[src/rtl/y_frame_ctrl.sv]
// Frame capture controller ahead of the rgb2y datapath: gates whole frames,
// registers the stream one cycle and checks line length and line count.
module y_frame_ctrl #(
    parameter int HBITS = 12,
    parameter int VBITS = 11
) (
    input  logic             clk,
    input  logic             rst,
    input  logic             en_i,
    input  logic [HBITS-1:0] h_active_i,
    input  logic [VBITS-1:0] v_active_i,
    input  logic [23:0]      rgb_i,
    input  logic             dv_i,
    input  logic             hs_i,
    input  logic             vs_i,
    output logic [23:0]      rgb_o,
    output logic             dv_o,
    output logic             hs_o,
    output logic             vs_o,
    output logic             frame_start_o,
    output logic             frame_done_o,
    output logic             busy_o,
    output logic             line_err_o,
    output logic             frame_err_o,
    output logic [VBITS-1:0] line_cnt_o
);

    typedef enum logic [1:0] {IDLE, WAIT_VS, ACTIVE} state_t;

    state_t state_q, state_d;

    logic             vs_q, dv_q;
    logic [23:0]      rgb_q, rgb_d;
    logic             dvo_q, dvo_d;
    logic             hso_q, vso_q;
    logic             start_q, start_d;
    logic             done_q, done_d;
    logic             busy_q, busy_d;
    logic             lerr_q, lerr_d;
    logic             ferr_q, ferr_d;
    logic [HBITS-1:0] pix_q, pix_d;
    logic [VBITS-1:0] line_q, line_d;
    logic [HBITS-1:0] hsh_q, hsh_d;
    logic [VBITS-1:0] vsh_q, vsh_d;

    logic             vs_fall, vs_rise, dv_fall;
    logic             gate;
    logic             line_end;
    logic [VBITS-1:0] lines_next;

    assign vs_fall = vs_q & ~vs_i;
    assign vs_rise = ~vs_q & vs_i;
    assign dv_fall = dv_q & ~dv_i;

    always_comb begin
        state_d    = state_q;
        start_d    = 1'b0;
        done_d     = 1'b0;
        lerr_d     = 1'b0;
        ferr_d     = ferr_q;
        pix_d      = pix_q;
        line_d     = line_q;
        hsh_d      = hsh_q;
        vsh_d      = vsh_q;
        lines_next = line_q;
        line_end   = 1'b0;

        // The vs_fall cycle already belongs to the frame so pixel 0 survives.
        gate  = (state_q == ACTIVE) || (state_q == WAIT_VS && vs_fall);
        rgb_d = gate ? rgb_i : 24'h0;
        dvo_d = gate & dv_i;

        unique case (state_q)
            IDLE: begin
                if (en_i) state_d = WAIT_VS;
            end
            WAIT_VS: begin
                if (!en_i) begin
                    state_d = IDLE;
                end else if (vs_fall) begin
                    state_d = ACTIVE;
                    hsh_d   = h_active_i;
                    vsh_d   = v_active_i;
                    pix_d   = {{(HBITS-1){1'b0}}, dv_i};
                    line_d  = '0;
                    ferr_d  = 1'b0;
                    start_d = 1'b1;
                end
            end
            ACTIVE: begin
                if (dv_i && pix_q != '1) pix_d = pix_q + HBITS'(1);
                // A line still valid when vsync rises is a truncated line.
                line_end = dv_fall || (vs_rise && dv_i);
                if (line_end) begin
                    pix_d = '0;
                    if (line_q != '1) lines_next = line_q + VBITS'(1);
                    line_d = lines_next;
                    if (dv_i || pix_q != hsh_q) begin
                        lerr_d = 1'b1;
                        ferr_d = 1'b1;
                    end
                end
                if (vs_rise) begin
                    done_d  = 1'b1;
                    pix_d   = '0;
                    state_d = en_i ? WAIT_VS : IDLE;
                    if (lines_next != vsh_q) ferr_d = 1'b1;
                end
            end
            default: state_d = IDLE;
        endcase

        busy_d = (state_d != IDLE);
    end

    always_ff @(posedge clk) begin
        if (rst) begin
            state_q <= IDLE;
            vs_q    <= 1'b0;
            dv_q    <= 1'b0;
            rgb_q   <= '0;
            dvo_q   <= 1'b0;
            hso_q   <= 1'b0;
            vso_q   <= 1'b0;
            start_q <= 1'b0;
            done_q  <= 1'b0;
            busy_q  <= 1'b0;
            lerr_q  <= 1'b0;
            ferr_q  <= 1'b0;
            pix_q   <= '0;
            line_q  <= '0;
            hsh_q   <= '0;
            vsh_q   <= '0;
        end else begin
            state_q <= state_d;
            vs_q    <= vs_i;
            dv_q    <= dv_i;
            rgb_q   <= rgb_d;
            dvo_q   <= dvo_d;
            hso_q   <= hs_i;
            vso_q   <= vs_i;
            start_q <= start_d;
            done_q  <= done_d;
            busy_q  <= busy_d;
            lerr_q  <= lerr_d;
            ferr_q  <= ferr_d;
            pix_q   <= pix_d;
            line_q  <= line_d;
            hsh_q   <= hsh_d;
            vsh_q   <= vsh_d;
        end
    end

    assign rgb_o         = rgb_q;
    assign dv_o          = dvo_q;
    assign hs_o          = hso_q;
    assign vs_o          = vso_q;
    assign frame_start_o = start_q;
    assign frame_done_o  = done_q;
    assign busy_o        = busy_q;
    assign line_err_o    = lerr_q;
    assign frame_err_o   = ferr_q;
    assign line_cnt_o    = line_q;

endmodule

[config.mk]
export PLATFORM = sky130hd
export DESIGN_NAME = y_frame_ctrl
export DESIGN_NICKNAME = d
export VERILOG_FILES = /design/src/rtl/y_frame_ctrl.sv
export SDC_FILE = /design/constraint.sdc
export NUM_CORES = 1
export LEC_CHECK = 0
export ABC_AREA = 1
export CAP_MARGIN = 20
export CORE_MARGIN = 3
export CORE_UTILIZATION = 53
export CTS_CLUSTER_SIZE = 14
export DETAILED_ROUTE_END_ITERATION = 6
export PLACE_DENSITY = 0.95
export SYNTH_ARGS = -nofsm -noshare
export SYNTH_HDL_FRONTEND = slang
export SYNTH_SLANG_ARGS = --single-unit
[constraint.sdc]
create_clock -name clk -period 3.1 [get_ports clk]
set_input_delay 0.465 -clock clk [delete_from_list [all_inputs] [get_ports clk]]
set_output_delay 0.465 -clock clk [all_outputs]
set_load 0.01 [all_outputs]
==> reports/qor.txt, run 1 <==
Post-synth top flop: dfxtp_1
Final Util: 74.97%
Iter 0 DRT Violations: 376
Clock Tree Buf Depth: 2
combinational power share: 11.4%
total grt overflow: 0
Detail Route met3 WL: 838 um
final wirelength: 9841 um
total CTS buffers: 9
leakage: 2.034 nW
Slew headroom: 48.29%
Layout area overhead: 33.03%
IO Port Bufs: 95
via/cell ratio: 5.299
Async S/R FF share, synth: 0%
syn nets: 580
CP endpoint kind: register
register area share after synthesis: 43.81%
post-synth top area cell: dfxtp_1
die area: 8022 um2
final period utilization: 77.65%
clock root buffer master: clkbuf_8
Flop pwr share: 53.9%
Area contributors post-synth: dfxtp_1 44%, nand2_1 9.3%, inv_1 8.5%, nor2_1 7.3%, nand3_1 5.4%
Mapped Cells: 521
NetSw: 0.0005162 W
Hold Fails Final Rpt: 0
crit-path max FO: 14
# H-tree levels: 3
Clock Latency Late Sink: 350 ps
row count: 29
nets: 676
first-pass GRT wire length: 16210 um
chip height: 89.57 um
Worst-Margin Slew: 773.7 ps
Clock Power Share: 34.7%
mean area per synthesized cell: 7.104 um2
initial core utilization: 56.35%
WP data required: 3350 ps
fin. max-slew vios: 0
Resize count post-CTS: 0
setup TNS: 0 ps
post-route ant nets: 0
met2 wire len: 4907 um
switch share: 26.13%
Setup Crit Path Kind: primary input to register
WP data arrival: 2650 ps
DP HPWL: 7327 um
max_cap viols: 0
worst clock skew: 6.883 ps
per-cell routed wire length: 13.76 um
Max Clock Freq: 0.4155 GHz
Largest stage delay, worst path: 610 ps
Hold Path Class: register to register
Power Density: 401.2 nW/um2
number of global-route vias before repair: 3684
Post-CTS Hold Buffers: 0
largest net degree at the start of global routing: 40
register clock-pin slew on the reported worst setup and hold paths: 80 ps
# diodes: 0
CTS tree: done
most frequent CP cell: nand2_1
crit-path cells: clkdlybuf4s50_1, inv_1, nand2_1, nand2_1, or2_0, nand2_1, clkinv_1, nand2_1, nand4_1, nor2_1, nand3_1, nand2_1, nand2_1, nand2_1, a21oi_2
drt drc: 0
io pins: 96
minimum clock period: 2407 ps
die extent in x: 89.57 um
via count: 3789
Post-synth top cells: 92 x nand2_1, 84 x inv_1, 81 x dfxtp_1
internal power: 0.001459 W
most instantiated library cell after synthesis: nand2_1
CTS Sinks: 81
highest metal used: met4
postcts setup bufs: 0
post-synth top area share: 43.81%
setup violators final: 0
Setup crit start kind: primary input
FF+latch count, synth: 81
wire length on met1: 3912 um
RSZ-0062 raised after global routing: no
GPL Wtd Cong: 0.9287
share of cells above drive strength 1: 6.752%
library cells used by synthesis: 38
drt first pass iters: 6
Post-synth EDFFs: 0
Yosys warning count: 0
status: complete, no violations
peak supply drop: 0.3298 mV
all-layer global routing usage: 25.89%
Core ar.: 6568 um2
Mapped Area: 3701 um2
initial antenna violation count: 0
CP max stage cell: clkdlybuf4s50_1
==> path summary, 6_finish.rpt <==
kind	startpoint	to	slack, ps	depth (start not counted)
setup / recovery	dv_i	frame_err_o	690	15
hold / removal	vsh_q[0]	vsh_q[0]	480	2
setup reg to reg	line_cnt_o[1]	frame_err_o	710	16
hold reg to reg	vsh_q[0]	vsh_q[0]	480	2
==> per-stage QoR <==
stage                     power (W)  hold slack (ps)  cell area [um2]  worst slack, ps  cells
after floorplan            0.001200            444.2             3701             1212    521
after global placement     0.001299            456.7             4725            500.3    698
after detailed placement   0.001310            467.7             4725            387.4    698
after CTS                  0.001975            478.9             4896            745.8    714
after global routing       0.002045            497.4             4923            426.6    715
final                      0.001975            480.8             4923            693.0    715
==> routing by layer <==
metal | vias up | global-route usage, %
met5 | - | 0
met4 | 0 | 10.15
met3 | 20 | 7.834
met2 | 174 | 45.01
met1 | 1749 | 29.55
li1 | 1846 | -
==> registers in the layout, indices dropped and copies added (netlist names) <==
signal         flops
state_q            2
hsh_q             12
pix_q             12
line_err_o         1
frame_start_o      1
frame_done_o       1
hs_o               1
rgb_o             24
dv_q               1
vs_o               1
line_cnt_o        11
dv_o               1
frame_err_o        1
vsh_q             11
busy_o             1
==> power groups by stage <==
stage | Clock [W] | Sequential (W) | Combinational [W]
2_1_floorplan | 0 | 0.00109 | 0.000110
3_3_place_gp | 0 | 0.00109 | 0.000211
3_5_place_dp | 0 | 0.00109 | 0.000220
4_1_cts | 0.000689 | 0.00106 | 0.000222
5_1_grt | 0.000729 | 0.00107 | 0.000249
6_report | 0.000686 | 0.00106 | 0.000225
==> placed cells by master, fill, tap and decap left out, drive strengths merged, types with 6 or more instances in the layout <==
master,count
inv,87
clkbuf,10
nand2,97
nand3,45
o21ai,37
nor3,8
a21oi,37
ha,6
clkdlybuf4s50,95
nor2,76
dfxtp,81
==> cells by family after synthesis <==
| logic type | count (synthesis) | share of synthesized area [%] |
|---|---|---|
| simple gates | 236 | 28.33 |
| buf+inv | 103 | 10.92 |
| compound gates | 86 | 12.78 |
| flops | 81 | 43.81 |
| xor+xnor | 9 | 2.130 |
| fa+ha+maj | 6 | 2.028 |
==> critical path: cells and delay by family <==
kind | cells | cell delay [ps]
buffers and inverters | 3 | 820
AO/OA/AOI/OAI | 1 | 50
AND/OR/NAND/NOR | 11 | 1300
==> cell type report <==
class | instances | area [um2]
Sequential cell | 81 | 1622
Timing Repair Buffer | 100 | 1008
Inverter | 88 | 330.3
Tap cell | 93 | 116.4
Clock inverter | 6 | 43.79
Fill cell | 484 | 1644
Clock buffer | 10 | 127.6
Multi-Input combinational cell | 337 | 1675
Note: power is estimated with default switching activity, not from simulation.
==> run 2, diff against run 1 <==
Settings changed: CORE_UTILIZATION 53 to 44, PLACE_DENSITY 0.95 to 0.88.
Clock period 3.1 ns to 2 ns, I/O delays scaled along.
==> run 2 against run 1 <==
Compared with the run above: critical endpoint unchanged; die area grew 19%; count of clock-buffer cells in the layout fell by 1; via count increased by 2.3%.
==> reports/qor.txt, run 2 (same netlist as run 1, synthesis figures left out) <==
worst hold slack: 441.7 ps
R2R depth: 15
Hold Fails Final Rpt: 0
Power Density: 597.8 nW/um2
GPL Wtd Cong: 0.9202
Setup Crit Path Kind: register to register
Hold Path Class: primary input to register
final period utilization: 95.19%
delay-heaviest family, CP: simple AND/OR/NAND/NOR gates
max reg flops: 24
setup violators final: 0
all-layer global routing usage: 21.09%
internal power: 0.002317 W
RSZ-0062 raised after global routing: yes
Worst-Margin Slew: 377.2 ps
worst clock skew: 9.429 ps
status: complete, no violations
CTS tree: done
area post-placement: 5019 um2
Layout area overhead: 44.93%
total grt overflow: 0
R2R Setup Slk: 100 ps
chip height: 97.72 um
via/cell ratio: 5.069
share of cells above drive strength 1: 16.14%
Clock Latency Late Sink: 370 ps
total CTS buffers: 9
number of global-route vias before repair: 3778
Hold Crit Depth: 3
CP endpoint kind: register
drt first pass iters: 5
most frequent CP cell: nand2_1
DP HPWL: 7607 um
WHS Endpoint: rgb_o[23]
CP max stage cell: dfxtp_2
multi-input logic area: 1788 um2
WP buf/inv: 2
die area: 9548 um2
# H-tree levels: 3
Final Util: 67.66%
Largest stage delay, worst path: 360 ps
NetSw: 0.0008899 W
# diodes: 0
highest-count cells in the layout ignoring fill and taps: 94 x clkdlybuf4s50_1, 87 x nand2_1, 84 x inv_1, 76 x dfxtp_1, 66 x nor2_1
IO Port Bufs: 95
initial antenna violation count: 0
final wirelength: 10320 um
WP data required: 2260 ps
Core ar.: 7928 um2
setup TNS: 0 ps
initial core utilization: 46.69%
Iter 0 DRT Violations: 183
die extent in x: 97.72 um
peak supply drop: 0.5786 mV
largest net degree at the start of global routing: 36
fin. max-slew vios: 0
Post-CTS Hold Buffers: 0
Clock Tree Buf Depth: 2
storage element area: 1628 um2
drt drc: 0
clock root buffer master: clkbuf_8
nets: 717
worst reg2reg endpoint: frame_err_o
Fill cells: 653
max_cap viols: 0
io pins: 96
crit-path cells: ha_4, buf_4, nand3_1, nor2_2, nand4_1, nand3_1, nand2_1, inv_1, nand2_1, nor2_1, nand3_1, nand2_1, nand2_1, nand2_1, a21oi_2
Slew headroom: 74.62%
switch share: 27.75%
first-pass GRT wire length: 16550 um
CTS Sinks: 81
Design Area, Final: 5364 um2
combinational power share: 12.1%
Setup crit start kind: register
post-route ant nets: 0
RR Startpoint: line_cnt_o[1]
via count: 3878
minimum clock period: 1904 ps
per-cell routed wire length: 13.49 um
hold_sp: rgb_i[23]
leakage: 2.259 nW
Flop pwr share: 51.5%
crit-path max FO: 3
most common cell after layout, fill and taps aside: clkdlybuf4s50_1
Clock Power Share: 36.4%
row count: 32
register clock-pin slew on the reported worst setup and hold paths: 90 ps
Max Clock Freq: 0.5253 GHz
WP data arrival: 2170 ps
-- run 2: per-layer routing --
metal,track usage (%),part of all wire (%)
met1,23.53,40
met5,0,0
met2,37.95,50
met4,8.094,3.0
met3,5.887,7.6
-- run 2: power by group through the flow --
stage / clock [W] / combinational, W / sequential, W
final: 0.00117 / 0.000387 / 0.00165
after global routing: 0.00125 / 0.000429 / 0.00165
after CTS: 0.00118 / 0.000376 / 0.00165
after detailed placement: 0 / 0.000374 / 0.00169
after global placement: 0 / 0.000362 / 0.00169
after floorplan: 0 / 0.000170 / 0.00169
-- run 2: stage by stage --
stage | power, W | instances | setup slack, ps
2_1_floorplan | 0.001860 | 521 | 111.8
3_3_place_gp | 0.002049 | 743 | -390.3
3_5_place_dp | 0.002061 | 743 | -497.3
4_1_cts | 0.003209 | 759 | 1.119
5_1_grt | 0.003332 | 765 | -101.3
6_report | 0.003207 | 765 | 96.25
-- run 2: worst max path at each step --
stage / from / end / slack (ps) / depth (start not counted)
5_1_grt: line_cnt_o[4] / frame_err_o / -100 / 14
6_report: line_cnt_o[1] / frame_err_o / 100 / 15
3_5_place_dp: dv_i / frame_err_o / -500 / 15
2_1_floorplan: line_cnt_o[1] / frame_err_o / 110 / 15
4_1_cts: line_cnt_o[0] / frame_err_o / 1 / 16
3_3_place_gp: dv_i / frame_err_o / -390 / 15
-- run 2: timing repair --
item	CTS	global route
hold endpoints to repair	0	0
setup buffers	0	5
resized for setup	3	28
cloned	0	1
endpoints found under the setup margin	1	9
pin swaps	0	12
-- run 2: worst reg2reg max path, delay by kind of cell (launching register included) --
kind                       cells  cell delay, ps
buffers and inverters          2             160
AOI/OAI and AO/OA              1              50
adders and majority gates      1             140
and+or+nand+nor               11            1080
DFF                            1             360
-- run 2: final cells by class --
type / instances / share of cell area, %
Multi-Input combinational cell: 338 / 33.33
Tap cell: 102 / 2.379
Clock buffer: 9 / 2.309
Timing Repair Buffer: 140 / 24.31
Sequential cell: 81 / 30.35
Inverter: 88 / 6.158
Clock inverter: 7 / 1.166
==> run 3, diff against run 2 <==
Settings changed: CAP_MARGIN 20 to unset, CORE_MARGIN 3 to unset, CORE_UTILIZATION 44 to 40, PLACE_DENSITY 0.88 to 0.82.
==> run 3 against run 2 <==
Compared with the run above: the flow now finishes with violations (design-rule violations); combinational power increased by 7.5%; global-route usage up 0.41 points; first-iteration DRC count is 14% higher; setup slack lost 14 ps; clock skew rose by 1.7 ps; design area grew 1.8%; largest power group unchanged; highest routed layer unchanged.
==> reports/qor.txt, run 3 (same netlist as run 1, synthesis figures left out) <==
fin. max-slew vios: 0
row count: 34
all-layer global routing usage: 21.51%
per-cell routed wire length: 13.12 um
Clock Tree Buf Depth: 2
GPL Wtd Cong: 0.9352
initial antenna violation count: 0
final period utilization: 95.90%
crit-path max FO: 6
setup violators final: 0
register clock-pin slew on the reported worst setup and hold paths: 80 ps
nets: 730
initial core utilization: 41.83%
status: complete, but fails checks
chip height: 98.19 um
multi-input logic area: 1787 um2
Max Clock Freq: 0.5214 GHz
Worst-Margin Slew: 329.9 ps
Fill cells: 745
storage element area: 1627 um2
RSZ-0062 raised after global routing: yes
DP HPWL: 7606 um
Hold Crit Depth: 3
drt first pass iters: 7
# H-tree levels: 3
CTS tree: done
post-route ant nets: 0
Setup crit start kind: register
peak supply drop: 0.3756 mV
Slew headroom: 77.81%
largest net degree at the start of global routing: 26
R2R Setup Slk: 80 ps
die extent in x: 98.19 um
Layout area overhead: 47.57%
leakage: 2.355 nW
Setup Crit Path Kind: register to register
Post-Layout Cell Count: 783
Clock Latency Late Sink: 350 ps
via count: 3868
failing checks: design-rule violations
drt drc: 2
number of global-route vias before repair: 3789
WP data arrival: 2160 ps
# diodes: 0
CP endpoint kind: register
share of cells above drive strength 1: 16.89%
minimum clock period: 1918 ps
IO Port Bufs: 95
CTS Sinks: 81
total grt overflow: 0
Inst Count DP: 764
Core ar.: 8848 um2
Final Power: 0.003126 W
via/cell ratio: 4.940
worst clock skew: 11.15 ps
clock root buffer master: clkbuf_8
Hold Path Class: primary input to register
first-pass GRT wire length: 16800 um
R2R depth: 16
final wirelength: 10270 um
Power Density: 572.3 nW/um2
highest-count cells in the layout ignoring fill and taps: 93 x clkdlybuf4s50_1, 88 x nand2_1, 83 x inv_1, 77 x dfxtp_1, 68 x nor2_1
max_cap viols: 0
io pins: 96
die area: 9641 um2
max reg flops: 24
Hold Fails Final Rpt: 0
Iter 0 DRT Violations: 208
most common cell after layout, fill and taps aside: clkdlybuf4s50_1
total CTS buffers: 9
WP data required: 2250 ps
## run 3: cell count changes in the layout (fill, tap and decap cells not counted), sizes merged, moves of 2 or more
cell          previous run  this run
buf                     45        59
clkinvlp                 0         3
inv                     90        87
dlymetal6s2s             0         2
## run 3: final timing paths
path,endpoint,from
worst max-delay path,frame_err_o,line_cnt_o[2]
worst min-delay path,vs_o,vs_i
worst max register to register,frame_err_o,line_cnt_o[2]
worst min register to register,vsh_q[0],vsh_q[0]
## run 3: area by class of cell
type	instances	area share [%]
multi-input combinational	337	32.71
sequential	81	29.78
timing repair buffer	154	25.84
inverter	88	6.094
tap	108	2.474
clock buffer	9	2.268
clock inverter	6	0.8247
## run 3: where the power goes
group          total (W)  switching, W  internal (W)
logic           0.000416      0.000193      0.000223
registers        0.00165     0.0000151       0.00164
clock network    0.00106      0.000611      0.000447
total            0.00313      0.000819       0.00231
## run 3: repair_timing
| item | 4_1_cts | 5_1_grt |
|---|---|---|
| pin swaps | 0 | 11 |
| endpoints found under the setup margin | 1 | 6 |
| setup buffers | 0 | 4 |
| hold buffers | 0 | 0 |
| resized for setup | 3 | 30 |
| endpoints found under the hold margin | 0 | 0 |
## run 3: stage by stage
stage	setup TNS, ps	hold slack [ps]	util (%)	instance area, um2	worst slack [ps]
floorplan	0	407.0	-	3701	111.8
global placement	-966.1	460.1	58.07	5139	-284.3
detailed placement	-1311	459.2	58.07	5139	-364.4
CTS	0	448.9	60.08	5316	6.083
global route	-124.0	262.3	61.72	5461	-72.22
finish	0	257.6	61.72	5461	81.95
## run 3: layer usage
layer / GRT usage [%] / routed length, um / up-vias / share of wire (%)
li1: - / - / 1946 / -
met1: 24.73 / 4222 / 1743 / 41
met2: 38.03 / 5147 / 156 / 50
met3: 4.939 / 697 / 23 / 6.8
met4: 9.529 / 205 / 0 / 2.0
met5: 0 / 0 / - / 0
## run 3: worst max-delay path: stages (launching register included)
cell	delay (ps)
dfxtp_2	360
buf_4	150
nand2_2	80
nor2_4	130
nand2_2	80
nor2_4	120
nand4_1	140
nand2_1	120
nand2_1	60
nand2_1	70
nand2_1	60
nor2_1	100
nand3_1	110
nand2_1	70
nand2_1	40
nand2_1	60
a21oi_2	50
